--- config.mk ---
export PLATFORM = sky130hd
export DESIGN_NAME = bp_output_delta_engine_flat
export DESIGN_NICKNAME = d
export VERILOG_FILES = /design/src/rtl/bp_output_delta_engine_if.sv /design/src/rtl/bp_output_delta_engine.sv /design/src/flat_wrapper.sv
export SDC_FILE = /design/constraint.sdc
export NUM_CORES = 1
export LEC_CHECK = 0
export BUFFER_PORTS_ARGS = -buffer_cell sky130_fd_sc_hd__clkbuf_2
export CORE_MARGIN = 3
export CORE_UTILIZATION = 62
export DETAILED_ROUTE_END_ITERATION = 12
export PLACE_DENSITY = 0.84
export SLEW_MARGIN = 25
export SYNTH_ARGS = -nofsm -noshare
export SYNTH_HDL_FRONTEND = slang
export SYNTH_SLANG_ARGS = --single-unit
export TNS_END_PERCENT = 20
--- constraint.sdc ---
create_clock -name clk -period 6.7 [get_ports clk]
set_input_delay 0.67 -clock clk [delete_from_list [all_inputs] [get_ports clk]]
set_output_delay 0.67 -clock clk [all_outputs]
set_load 0.01 [all_outputs]
--- src/rtl/bp_output_delta_engine_if.sv ---
// Handshake and data bundle for the output-layer delta engine.
// The slave view belongs to the engine; the master view belongs to whatever feeds and drains it.
interface bp_output_delta_engine_if #(
    parameter int DATA_WIDTH = 16,
    parameter int IDX_WIDTH  = 8
);
    logic                  i_valid;
    logic                  o_ready;
    logic [DATA_WIDTH-1:0] i_data_expected;
    logic [DATA_WIDTH-1:0] i_data_node;
    logic [IDX_WIDTH-1:0]  i_action;
    logic [1:0]            i_mode;
    logic                  i_mask_en;
    logic                  o_valid;
    logic                  i_ready;
    logic [DATA_WIDTH-1:0] o_delta;
    logic [IDX_WIDTH-1:0]  o_index;
    logic                  o_last;
    logic                  o_busy;
    logic                  o_err;

    modport slave (
        input  i_valid, i_data_expected, i_data_node, i_action, i_mode, i_mask_en, i_ready,
        output o_ready, o_valid, o_delta, o_index, o_last, o_busy, o_err
    );

    modport master (
        output i_valid, i_data_expected, i_data_node, i_action, i_mode, i_mask_en, i_ready,
        input  o_ready, o_valid, o_delta, o_index, o_last, o_busy, o_err
    );
endinterface

--- src/rtl/bp_output_delta_engine.sv ---
// Computes per-node output deltas (node - expected) for one frame, buffers them,
// then streams them out in index order once the whole frame has been collected.
module bp_output_delta_engine #(
    parameter int                    DATA_WIDTH = 16,
    parameter int                    NUM_NODES  = 3,
    parameter int                    IDX_WIDTH  = 8,
    parameter logic [DATA_WIDTH-1:0] CLIP_VALUE = 16'h0100
) (
    input logic                     clk,
    input logic                     rst_n,
    bp_output_delta_engine_if.slave bus
);

    typedef enum logic [1:0] {
        IDLE,
        LOAD,
        DRAIN
    } state_t;

    localparam int                        BUF_AW     = (NUM_NODES > 1) ? $clog2(NUM_NODES) : 1;
    localparam logic [IDX_WIDTH-1:0]      LAST_IDX   = IDX_WIDTH'(NUM_NODES - 1);
    localparam logic [IDX_WIDTH:0]        NODE_COUNT = (IDX_WIDTH + 1)'(NUM_NODES);
    localparam logic signed [DATA_WIDTH-1:0] MAX_VAL  = {1'b0, {(DATA_WIDTH - 1){1'b1}}};
    localparam logic signed [DATA_WIDTH-1:0] MIN_VAL  = {1'b1, {(DATA_WIDTH - 1){1'b0}}};
    localparam logic signed [DATA_WIDTH-1:0] POS_CLIP = CLIP_VALUE;
    localparam logic signed [DATA_WIDTH-1:0] NEG_CLIP = ~CLIP_VALUE + 1'b1;

    state_t                         r_state;
    logic [IDX_WIDTH-1:0]           r_nodeIdx;
    logic [IDX_WIDTH-1:0]           r_action;
    logic [1:0]                     r_mode;
    logic                           r_maskEn;
    logic                           r_oValid;
    logic                           r_oLast;
    logic                           r_busy;
    logic                           r_err;
    logic [DATA_WIDTH-1:0]          r_oDelta;
    logic [IDX_WIDTH-1:0]           r_oIndex;
    logic signed [DATA_WIDTH-1:0]   r_buf [NUM_NODES];

    logic                           w_ready;
    logic                           w_accept;
    logic                           w_firstSample;
    logic [1:0]                     w_mode;
    logic [IDX_WIDTH-1:0]           w_action;
    logic                           w_maskEn;
    logic signed [DATA_WIDTH-1:0]   w_node;
    logic signed [DATA_WIDTH-1:0]   w_exp;
    logic signed [DATA_WIDTH:0]     w_diff;
    logic                           w_overflow;
    logic signed [DATA_WIDTH-1:0]   w_satDelta;
    logic signed [DATA_WIDTH-1:0]   w_delta;
    logic                           w_illegalAction;
    logic                           w_errFlag;
    logic [IDX_WIDTH-1:0]           w_nextIdx;
    logic [BUF_AW-1:0]              w_wrAddr;
    logic [BUF_AW-1:0]              w_rdAddr;

    assign w_ready       = (r_state != DRAIN);
    assign w_accept      = bus.i_valid & w_ready;
    assign w_firstSample = (r_state == IDLE);

    // Frame controls are live on the first sample and held from the capture registers afterwards.
    assign w_mode   = w_firstSample ? bus.i_mode    : r_mode;
    assign w_action = w_firstSample ? bus.i_action  : r_action;
    assign w_maskEn = w_firstSample ? bus.i_mask_en : r_maskEn;

    assign w_node     = bus.i_data_node;
    assign w_exp      = bus.i_data_expected;
    assign w_diff     = $signed({w_node[DATA_WIDTH-1], w_node}) - $signed({w_exp[DATA_WIDTH-1], w_exp});
    assign w_overflow = w_diff[DATA_WIDTH] ^ w_diff[DATA_WIDTH-1];
    assign w_satDelta = w_overflow ? (w_diff[DATA_WIDTH] ? MIN_VAL : MAX_VAL) : w_diff[DATA_WIDTH-1:0];

    assign w_illegalAction = w_maskEn && ({1'b0, w_action} >= NODE_COUNT);
    assign w_errFlag       = w_overflow | w_illegalAction;

    assign w_nextIdx = r_oIndex + 1'b1;
    assign w_wrAddr  = r_nodeIdx[BUF_AW-1:0];
    assign w_rdAddr  = w_nextIdx[BUF_AW-1:0];

    always_comb begin
        w_delta = w_satDelta;
        case (w_mode)
            2'd1: begin
                if (w_node[DATA_WIDTH-1] || (w_node == '0)) begin
                    w_delta = '0;
                end
            end
            2'd2: begin
                if (w_satDelta > POS_CLIP) begin
                    w_delta = POS_CLIP;
                end else if (w_satDelta < NEG_CLIP) begin
                    w_delta = NEG_CLIP;
                end
            end
            default: begin
                w_delta = w_satDelta;
            end
        endcase
        if ((w_maskEn && (r_nodeIdx != w_action)) || w_illegalAction) begin
            w_delta = '0;
        end
    end

    always_ff @(posedge clk) begin
        if (w_accept) begin
            r_buf[w_wrAddr] <= w_delta;
        end
    end

    always_ff @(posedge clk or negedge rst_n) begin
        if (!rst_n) begin
            r_state   <= IDLE;
            r_nodeIdx <= '0;
            r_action  <= '0;
            r_mode    <= '0;
            r_maskEn  <= 1'b0;
            r_oValid  <= 1'b0;
            r_oLast   <= 1'b0;
            r_busy    <= 1'b0;
            r_err     <= 1'b0;
            r_oDelta  <= '0;
            r_oIndex  <= '0;
        end else begin
            case (r_state)
                IDLE, LOAD: begin
                    if (w_accept) begin
                        r_busy <= 1'b1;
                        if (w_firstSample) begin
                            r_mode   <= bus.i_mode;
                            r_action <= bus.i_action;
                            r_maskEn <= bus.i_mask_en;
                            r_err    <= w_errFlag;
                        end else begin
                            r_err <= r_err | w_errFlag;
                        end
                        // Entry 0 may be written on this same edge when the frame has a single node.
                        if (r_nodeIdx == LAST_IDX) begin
                            r_state   <= DRAIN;
                            r_nodeIdx <= '0;
                            r_oValid  <= 1'b1;
                            r_oIndex  <= '0;
                            r_oDelta  <= (r_nodeIdx == '0) ? w_delta : r_buf[0];
                            r_oLast   <= (LAST_IDX == '0);
                        end else begin
                            r_state   <= LOAD;
                            r_nodeIdx <= r_nodeIdx + 1'b1;
                        end
                    end
                end
                DRAIN: begin
                    if (r_oValid && bus.i_ready) begin
                        if (r_oLast) begin
                            r_state  <= IDLE;
                            r_oValid <= 1'b0;
                            r_oLast  <= 1'b0;
                            r_busy   <= 1'b0;
                        end else begin
                            r_oIndex <= w_nextIdx;
                            r_oDelta <= r_buf[w_rdAddr];
                            r_oLast  <= (w_nextIdx == LAST_IDX);
                        end
                    end
                end
                default: begin
                    r_state <= IDLE;
                end
            endcase
        end
    end

    assign bus.o_ready = w_ready;
    assign bus.o_valid = r_oValid;
    assign bus.o_delta = r_oDelta;
    assign bus.o_index = r_oIndex;
    assign bus.o_last  = r_oLast;
    assign bus.o_busy  = r_busy;
    assign bus.o_err   = r_err;

endmodule

--- src/flat_wrapper.sv ---
// flat-port wrapper written by rule: the top's interface ports become plain ports
module bp_output_delta_engine_flat 
#(
    parameter int                    DATA_WIDTH = 16,
    parameter int                    NUM_NODES  = 3,
    parameter int                    IDX_WIDTH  = 8,
    parameter logic [DATA_WIDTH-1:0] CLIP_VALUE = 16'h0100
)
  (clk, rst_n, bus_i_valid, bus_i_data_expected, bus_i_data_node, bus_i_action, bus_i_mode, bus_i_mask_en, bus_i_ready, bus_o_ready, bus_o_valid, bus_o_delta, bus_o_index, bus_o_last, bus_o_busy, bus_o_err);
  bp_output_delta_engine_if #(.DATA_WIDTH(DATA_WIDTH), .IDX_WIDTH(IDX_WIDTH)) bus_i ();
  input logic clk;
  input logic rst_n;
  input wire logic [$bits(bus_i.i_valid)-1:0] bus_i_valid;
  input wire logic [$bits(bus_i.i_data_expected)-1:0] bus_i_data_expected;
  input wire logic [$bits(bus_i.i_data_node)-1:0] bus_i_data_node;
  input wire logic [$bits(bus_i.i_action)-1:0] bus_i_action;
  input wire logic [$bits(bus_i.i_mode)-1:0] bus_i_mode;
  input wire logic [$bits(bus_i.i_mask_en)-1:0] bus_i_mask_en;
  input wire logic [$bits(bus_i.i_ready)-1:0] bus_i_ready;
  output wire logic [$bits(bus_i.o_ready)-1:0] bus_o_ready;
  output wire logic [$bits(bus_i.o_valid)-1:0] bus_o_valid;
  output wire logic [$bits(bus_i.o_delta)-1:0] bus_o_delta;
  output wire logic [$bits(bus_i.o_index)-1:0] bus_o_index;
  output wire logic [$bits(bus_i.o_last)-1:0] bus_o_last;
  output wire logic [$bits(bus_i.o_busy)-1:0] bus_o_busy;
  output wire logic [$bits(bus_i.o_err)-1:0] bus_o_err;
  assign bus_i.i_valid = bus_i_valid;
  assign bus_i.i_data_expected = bus_i_data_expected;
  assign bus_i.i_data_node = bus_i_data_node;
  assign bus_i.i_action = bus_i_action;
  assign bus_i.i_mode = bus_i_mode;
  assign bus_i.i_mask_en = bus_i_mask_en;
  assign bus_i.i_ready = bus_i_ready;
  assign bus_o_ready = bus_i.o_ready;
  assign bus_o_valid = bus_i.o_valid;
  assign bus_o_delta = bus_i.o_delta;
  assign bus_o_index = bus_i.o_index;
  assign bus_o_last = bus_i.o_last;
  assign bus_o_busy = bus_i.o_busy;
  assign bus_o_err = bus_i.o_err;
  bp_output_delta_engine #(.DATA_WIDTH(DATA_WIDTH), .NUM_NODES(NUM_NODES), .IDX_WIDTH(IDX_WIDTH), .CLIP_VALUE(CLIP_VALUE)) u_core (.clk(clk), .rst_n(rst_n), .bus(bus_i));
endmodule
**Yosys cells after proc, flatten, opt, wreduce, memory -nomap -nowiden**

Memory sizes are Yosys's and may differ from the RTL's.
Cells that the tools add are included.

- Register bits after elaboration: 49
- Latch bits: 0
- Memory bits (writable): 48
- Bits in read-only memories: 0
- Input bits: 47
- Output and inout bits: 29
- Word-level logic and storage cells: 93
- Memories: 1

- Add/subtract/negate cells: 3
- Multiply operators: 0
- Divide/modulo/power cells: 0
- Magnitude comparators: 3
- Eq/ne operators: 13
- Shifts and indexed selects: 0
- Mux-type cells: 42
- Bitwise gates (word level): 4
- Reduce and logical (&&, ||, !) cells: 16

Memories:

| name | words | width | read ports | clocked after memory_dff | wr ports | RTL line | RTL |
|---|---|---|---|---|---|---|---|
| u_core.r_buf | 3 | 16 | 2 | 0 | 1 | bp_output_delta_engine.sv:39 | `logic signed [DATA_WIDTH-1:0] r_buf [NUM_NODES];` |

Operators with widths:

| operator | number |
|---|---|
| $mux W16 | 11 |
| $pmux W16 S2 | 2 |
| $mux W8 | 6 |
| $sub A16 B16 Y17 | 1 |
| $add A8 B1 Y8 const B | 2 |
| $eq A8 B2 Y1 const B | 2 |
| $gt A16 B10 Y1 const B | 1 |
| $logic_not A16 Y1 | 1 |
| $lt A16 B9 Y1 const B | 1 |
| $pmux W8 S2 | 1 |
| $mux W1 | 13 |
| $mux W2 | 5 |
| $reduce_and A5 Y1 | 2 |
| $ge A8 B2 Y1 const B | 1 |
| $logic_not A8 Y1 | 1 |
| $ne A2 B1 Y1 const B | 4 |
| $ne A8 B8 Y1 | 1 |
| $reduce_and A4 Y1 | 2 |
| $pmux W1 S2 | 3 |
| $eq A2 B1 Y1 const B | 2 |
| $eq A2 B2 Y1 const B | 2 |
| $ne A2 B2 Y1 const B | 2 |
| $pmux W2 S2 | 1 |
| $logic_and A1 B1 Y1 | 3 |
| other kinds (9) | 11 |

**Longest topological paths before layout**

- Depth after elaboration: 12
- Gate-level depth with buffers: 21
- Mapped depth without buffers: 21

**Least setup slack after synthesis**

OpenSTA, ideal clock, no wires.

- Path type: in2reg
- Start point: input bus_i_data_node[0]
- End point: memory u_core.r_buf[0][0] (data pin)
- Setup time: 0.283 ns
- Data arrival time: 4.306 ns
- Required time: 6.417 ns
- Path slack: 2.111 ns
- Cell stages on the path: 20
- Buffers on the path: 1
- Cell sequence: inv_1 > ha_1 > inv_1 > fa_1 > a21o_1 > a221o_1 > a31oi_2 > o211ai_1 > nand2_1 > a21o_1 > ha_1 > clkinv_1 > o22a_1 > clkbuf_1 > o21a_1 > nand3_1 > ha_1 > inv_1 > a21oi_1 > nor3_1

- Longest elaborated chain between the ends: 8
- Elaborated cells on any way between the ends: 13
- Those cells by class: add/sub (1); order compare (2); mux (7); bitwise (1); reduce/logical (2)

RTL lines:

| item | RTL line | RTL |
|---|---|---|
| from (decl) | flat_wrapper.sv:15 | `input wire logic [$bits(bus_i.i_data_node)-1:0] bus_i_data_node;` |
| $sub A16 B16 Y17 | bp_output_delta_engine.sv:70 | `assign w_diff = $signed({w_node[DATA_WIDTH-1], w_node}) - $signed({w_exp[DATA_WIDTH-1], w_exp});` |
| $mux W16 or $xor A1 B1 Y1 (tied branches) | bp_output_delta_engine.sv:72, bp_output_delta_engine.sv:71 |  |
| $mux W16 | bp_output_delta_engine.sv:72 | `assign w_satDelta = w_overflow ? (w_diff[DATA_WIDTH] ? MIN_VAL : MAX_VAL) : w_diff[DATA_WIDTH-1:0];` |
| $lt A16 B9 Y1 | bp_output_delta_engine.sv:92 | `end else if (w_satDelta < NEG_CLIP) begin` |
| $mux W16 | bp_output_delta_engine.sv:92 |  |
| $mux W16 | bp_output_delta_engine.sv:90 | `if (w_satDelta > POS_CLIP) begin` |
| $pmux W16 S2 (*) | bp_output_delta_engine.sv:83 | `case (w_mode)` |
| $mux W16 (*) | bp_output_delta_engine.sv:100 | `if ((w_maskEn && (r_nodeIdx != w_action)) \|\| w_illegalAction) begin` |
| net u_core.w_delta[0] | bp_output_delta_engine.sv:52 | `logic signed [DATA_WIDTH-1:0] w_delta;` |
| to (decl) | bp_output_delta_engine.sv:39 |  |

The timed path passes the listed nets; every way through them passes the cells marked *.

**Final worst setup path**

- Start point: input bus_i_data_node[0]
- End point: memory u_core.r_buf[2][6] (data pin)

The elaborated chain is that of the path after synthesis.

==> impl_metrics.env <==
export IMPL_cp_top_family="compound AO/OA/AOI/OAI gates"
export IMPL_worstPathMaxFanout=15
export IMPL_ant_nets=0
export IMPL_min_period_over_period_pct=79.7
export IMPL_critPathKind="in2reg"
export IMPL_first_global_vias=5050
export IMPL_finalHoldViolCount=0
export IMPL_antenna_found_initial=0
export IMPL_wl_per_cell_um=17.8
export IMPL_insertion_delay_ps=360
export IMPL_yosysUniqueCellTypes=66
export IMPL_cts_sinks=97
export IMPL_synth_top_area_cell="edfxtp_1"
export IMPL_synthArstFlopShare_pct=50.5
export IMPL_die_area_um2=10800
export IMPL_ios=76
export IMPL_die_y_um=104
export IMPL_core_area_um2=9280
export IMPL_grt_usage_pct=27.1
export IMPL_routed_wl_mm=14.6
export IMPL_cp_start_kind="input port"
export IMPL_cts_setup_buffers=0
export IMPL_layout_commonest_cell="clkbuf_2"
export IMPL_hold_path_class="in2async"
export IMPL_cts_tree="built"
export IMPL_cp_depth=20
export IMPL_firstDrtPassIters=5
export IMPL_yosys_top_cells_area="edfxtp_1 24%, dfrtp_1 21%, ha_1 5.7%, a21oi_1 3.8%, mux2i_1 3.5%"
export IMPL_ys_ff_latch=97
export IMPL_rsz0062_at_grt="false"
export IMPL_final_cells=818
export IMPL_worstReg2RegEnd="u_core.bus.o_delta[10]"
export IMPL_slowest_delay_ps=490
export IMPL_vias=5114
export IMPL_dp_cells=802
export IMPL_synth_enable_flop_cells=48
export IMPL_p_per_area_nw_per_um2=398
export IMPL_p_leak_nw=2.77
export IMPL_final_nets=759
export IMPL_endpoint="u_core.r_buf[2][6]"
export IMPL_required_ps=6780
export IMPL_rr_worst_depth=9
export IMPL_cap_viol_max_count=0
export IMPL_mostFrequentLayoutCells="75 x clkbuf_2, 53 x nor2_1, 49 x dfrtp_1, 48 x nand2_1, 48 x edfxtp_1"
export IMPL_total_power_mw=2.62
export IMPL_die_x_um=104
export IMPL_num_rows=35
export IMPL_tightest_slew_ps=912
export IMPL_slew_viol_final=0
export IMPL_grt_pass1_wl_mm=24.0
export IMPL_grt_max_degree=50
export IMPL_drt_initial_drc_count=424
export IMPL_multiInputGateArea_um2=3020
export IMPL_dp_hpwl_mm=10.7
export IMPL_netlist_area_um2=5940
export IMPL_drc=0
export IMPL_setup_violations=0
export IMPL_numCtsBuffers=9
export IMPL_clock_path_buffers=2
export IMPL_crit_path_end_kind="register"
export IMPL_syn_nets=693
export IMPL_relSlewSlack_pct=39.2
export IMPL_yosysWarnings=0
export IMPL_cts_hold_buf=0
export IMPL_skew_ps=11.5
export IMPL_grt_overflow=0
export IMPL_fillers=716
export IMPL_crit_slowest_cell="ha_1"
export IMPL_start_util_pct=63.9
export IMPL_tns_ps=0
export IMPL_r2r_slack_ps=3200
export IMPL_status="complete, no violations"
export IMPL_crit_arrival_ps=5420
export IMPL_syn_avg_cell_area_um2=9.61
export IMPL_synth_seq_area_share_pct=44.9
export IMPL_synth_flop_cell="dfrtp_1"
export IMPL_synth_top_area_share_pct=24.3
export IMPL_path_cells="clkbuf_2 > inv_1 > ha_1 > inv_1 > fa_1 > a21o_1 > a221o_1 > a31oi_2 > o211ai_1 > nand2_1 > a21o_1 > ha_1 > clkinv_1 > a2111oi_0 > and3_1 > nand3_1 > ha_1 > inv_1 > a21oi_1 > nor3_1"
export IMPL_clk_pin_slew_ps=90
export IMPL_place_congestion=0.999
export IMPL_portBuffers=75
export IMPL_postSynthCellCount=618
export IMPL_seq_area_um2=2670
export IMPL_vias_per_cell=6.25
export IMPL_critPathBufInv=5
export IMPL_max_freq_mhz=187
export IMPL_holdWs_ps=419
export IMPL_period_minus_slack_ps=5340
export IMPL_reg2reg_from="u_core.r_state[0]"
export IMPL_startpoint="bus_i_data_node[0]"
export IMPL_cts_resized_gates=0
export IMPL_syn2layout_area_growth_pct=10.9
export IMPL_n_antenna_cell=0
export IMPL_vdd_drop_max_uv=160
export IMPL_drive_above_1_share_pct=17.3
export IMPL_htreeDepth=3
export IMPL_root_buffer="clkbuf_8"
cells by family (layout without fill, tap and decap cells):
kind of cell             after synthesis  after routing  share of synthesized area (%)
XOR/XNOR                              28             28                           4.13
adder cells (fa/ha/maj)               28             28                           6.03
buffers and inverters                 68            139                           4.38
AO/OA/AOI/OAI                        173            173                           19.3
multiplexers                          32             32                           5.63
flip-flops                            97             97                           44.9
AND/OR/NAND/NOR                      192            192                           15.6
Yosys cell counts (all sizes together), types with 3 or more instances:
master	count
dfrtp	49
nand4	8
a22oi	3
or4	3
o31ai	8
nand2	48
nand3	21
a221oi	6
a31oi	8
and3	11
nor4	7
nand2b	3
a211oi	11
buf	3
o21a	5
a21oi	45
o211ai	3
nor3	18
a21o	7
mux2i	21
nor2	56
inv	42
clkbuf	21
or3	3
ha	27
a211o	3
mux2	11
and2	4
xnor2	18
a2111oi	7
nor2b	5
o21ai	45
o22ai	4
xor2	10
edfxtp	48
final cells by class:
cell class / count / share of cell area (%)
inverters: 44 / 2.51
well taps: 129 / 2.45
repair buffers: 79 / 6.16
clock inverters: 6 / 0.532
flip-flops and latches: 97 / 40.5
multi-input cells: 453 / 45.9
clock buffers: 10 / 1.94
power breakdown:
part           total, mW  internal, mW  switching, mW
Sequential          1.07         0.925          0.140
Combinational       1.22         0.442          0.782
Clock              0.332         0.132          0.200
Total               2.62          1.50           1.12
flip-flops by register name, summed over array words and instances (netlist names):
name                flops
u_core.r_action         8
u_core.bus.o_delta     16
u_core.r_nodeIdx        8
u_core.bus.o_err        1
u_core.bus.o_busy       1
u_core.r_buf           48
u_core.r_maskEn         1
u_core.bus.o_valid      1
u_core.bus.o_index      8
u_core.r_state          2
u_core.bus.o_last       1
u_core.r_mode           2
stage by stage:
| stage | area, um^2 | util [%] | setup slack, ps |
|---|---|---|---|
| 2_1_floorplan | 5940 | - | 2110 |
| 3_3_place_gp | 6410 | 69.1 | 1330 |
| 3_5_place_dp | 6420 | 69.1 | 1140 |
| 4_1_cts | 6580 | 70.9 | 1490 |
| 5_1_grt | 6580 | 70.9 | 976 |
| 6_report | 6580 | 70.9 | 1360 |
how the worst min path moves through the flow:
stage | slack [ps] | depth (start not counted) | to
floorplan | 370 | 0 | u_core.bus.o_busy
global placement | 460 | 2 | u_core.r_maskEn
detailed placement | 460 | 2 | u_core.r_maskEn
CTS | 440 | 2 | u_core.bus.o_index[5]
global route | 470 | 2 | u_core.bus.o_index[5]
finish | 420 | 2 | u_core.bus.o_index[5]
layer usage:
metal / part of all wire, % / vias up / GRT usage (%)
li1: - / 2404 / -
met1: 40 / 2447 / 33.8
met2: 51 / 237 / 48.8
met3: 7.0 / 26 / 3.66
met4: 1.8 / 0 / 8.36
met5: 0 / - / 0
No activity file was read; power rests on OpenSTA's default activity.
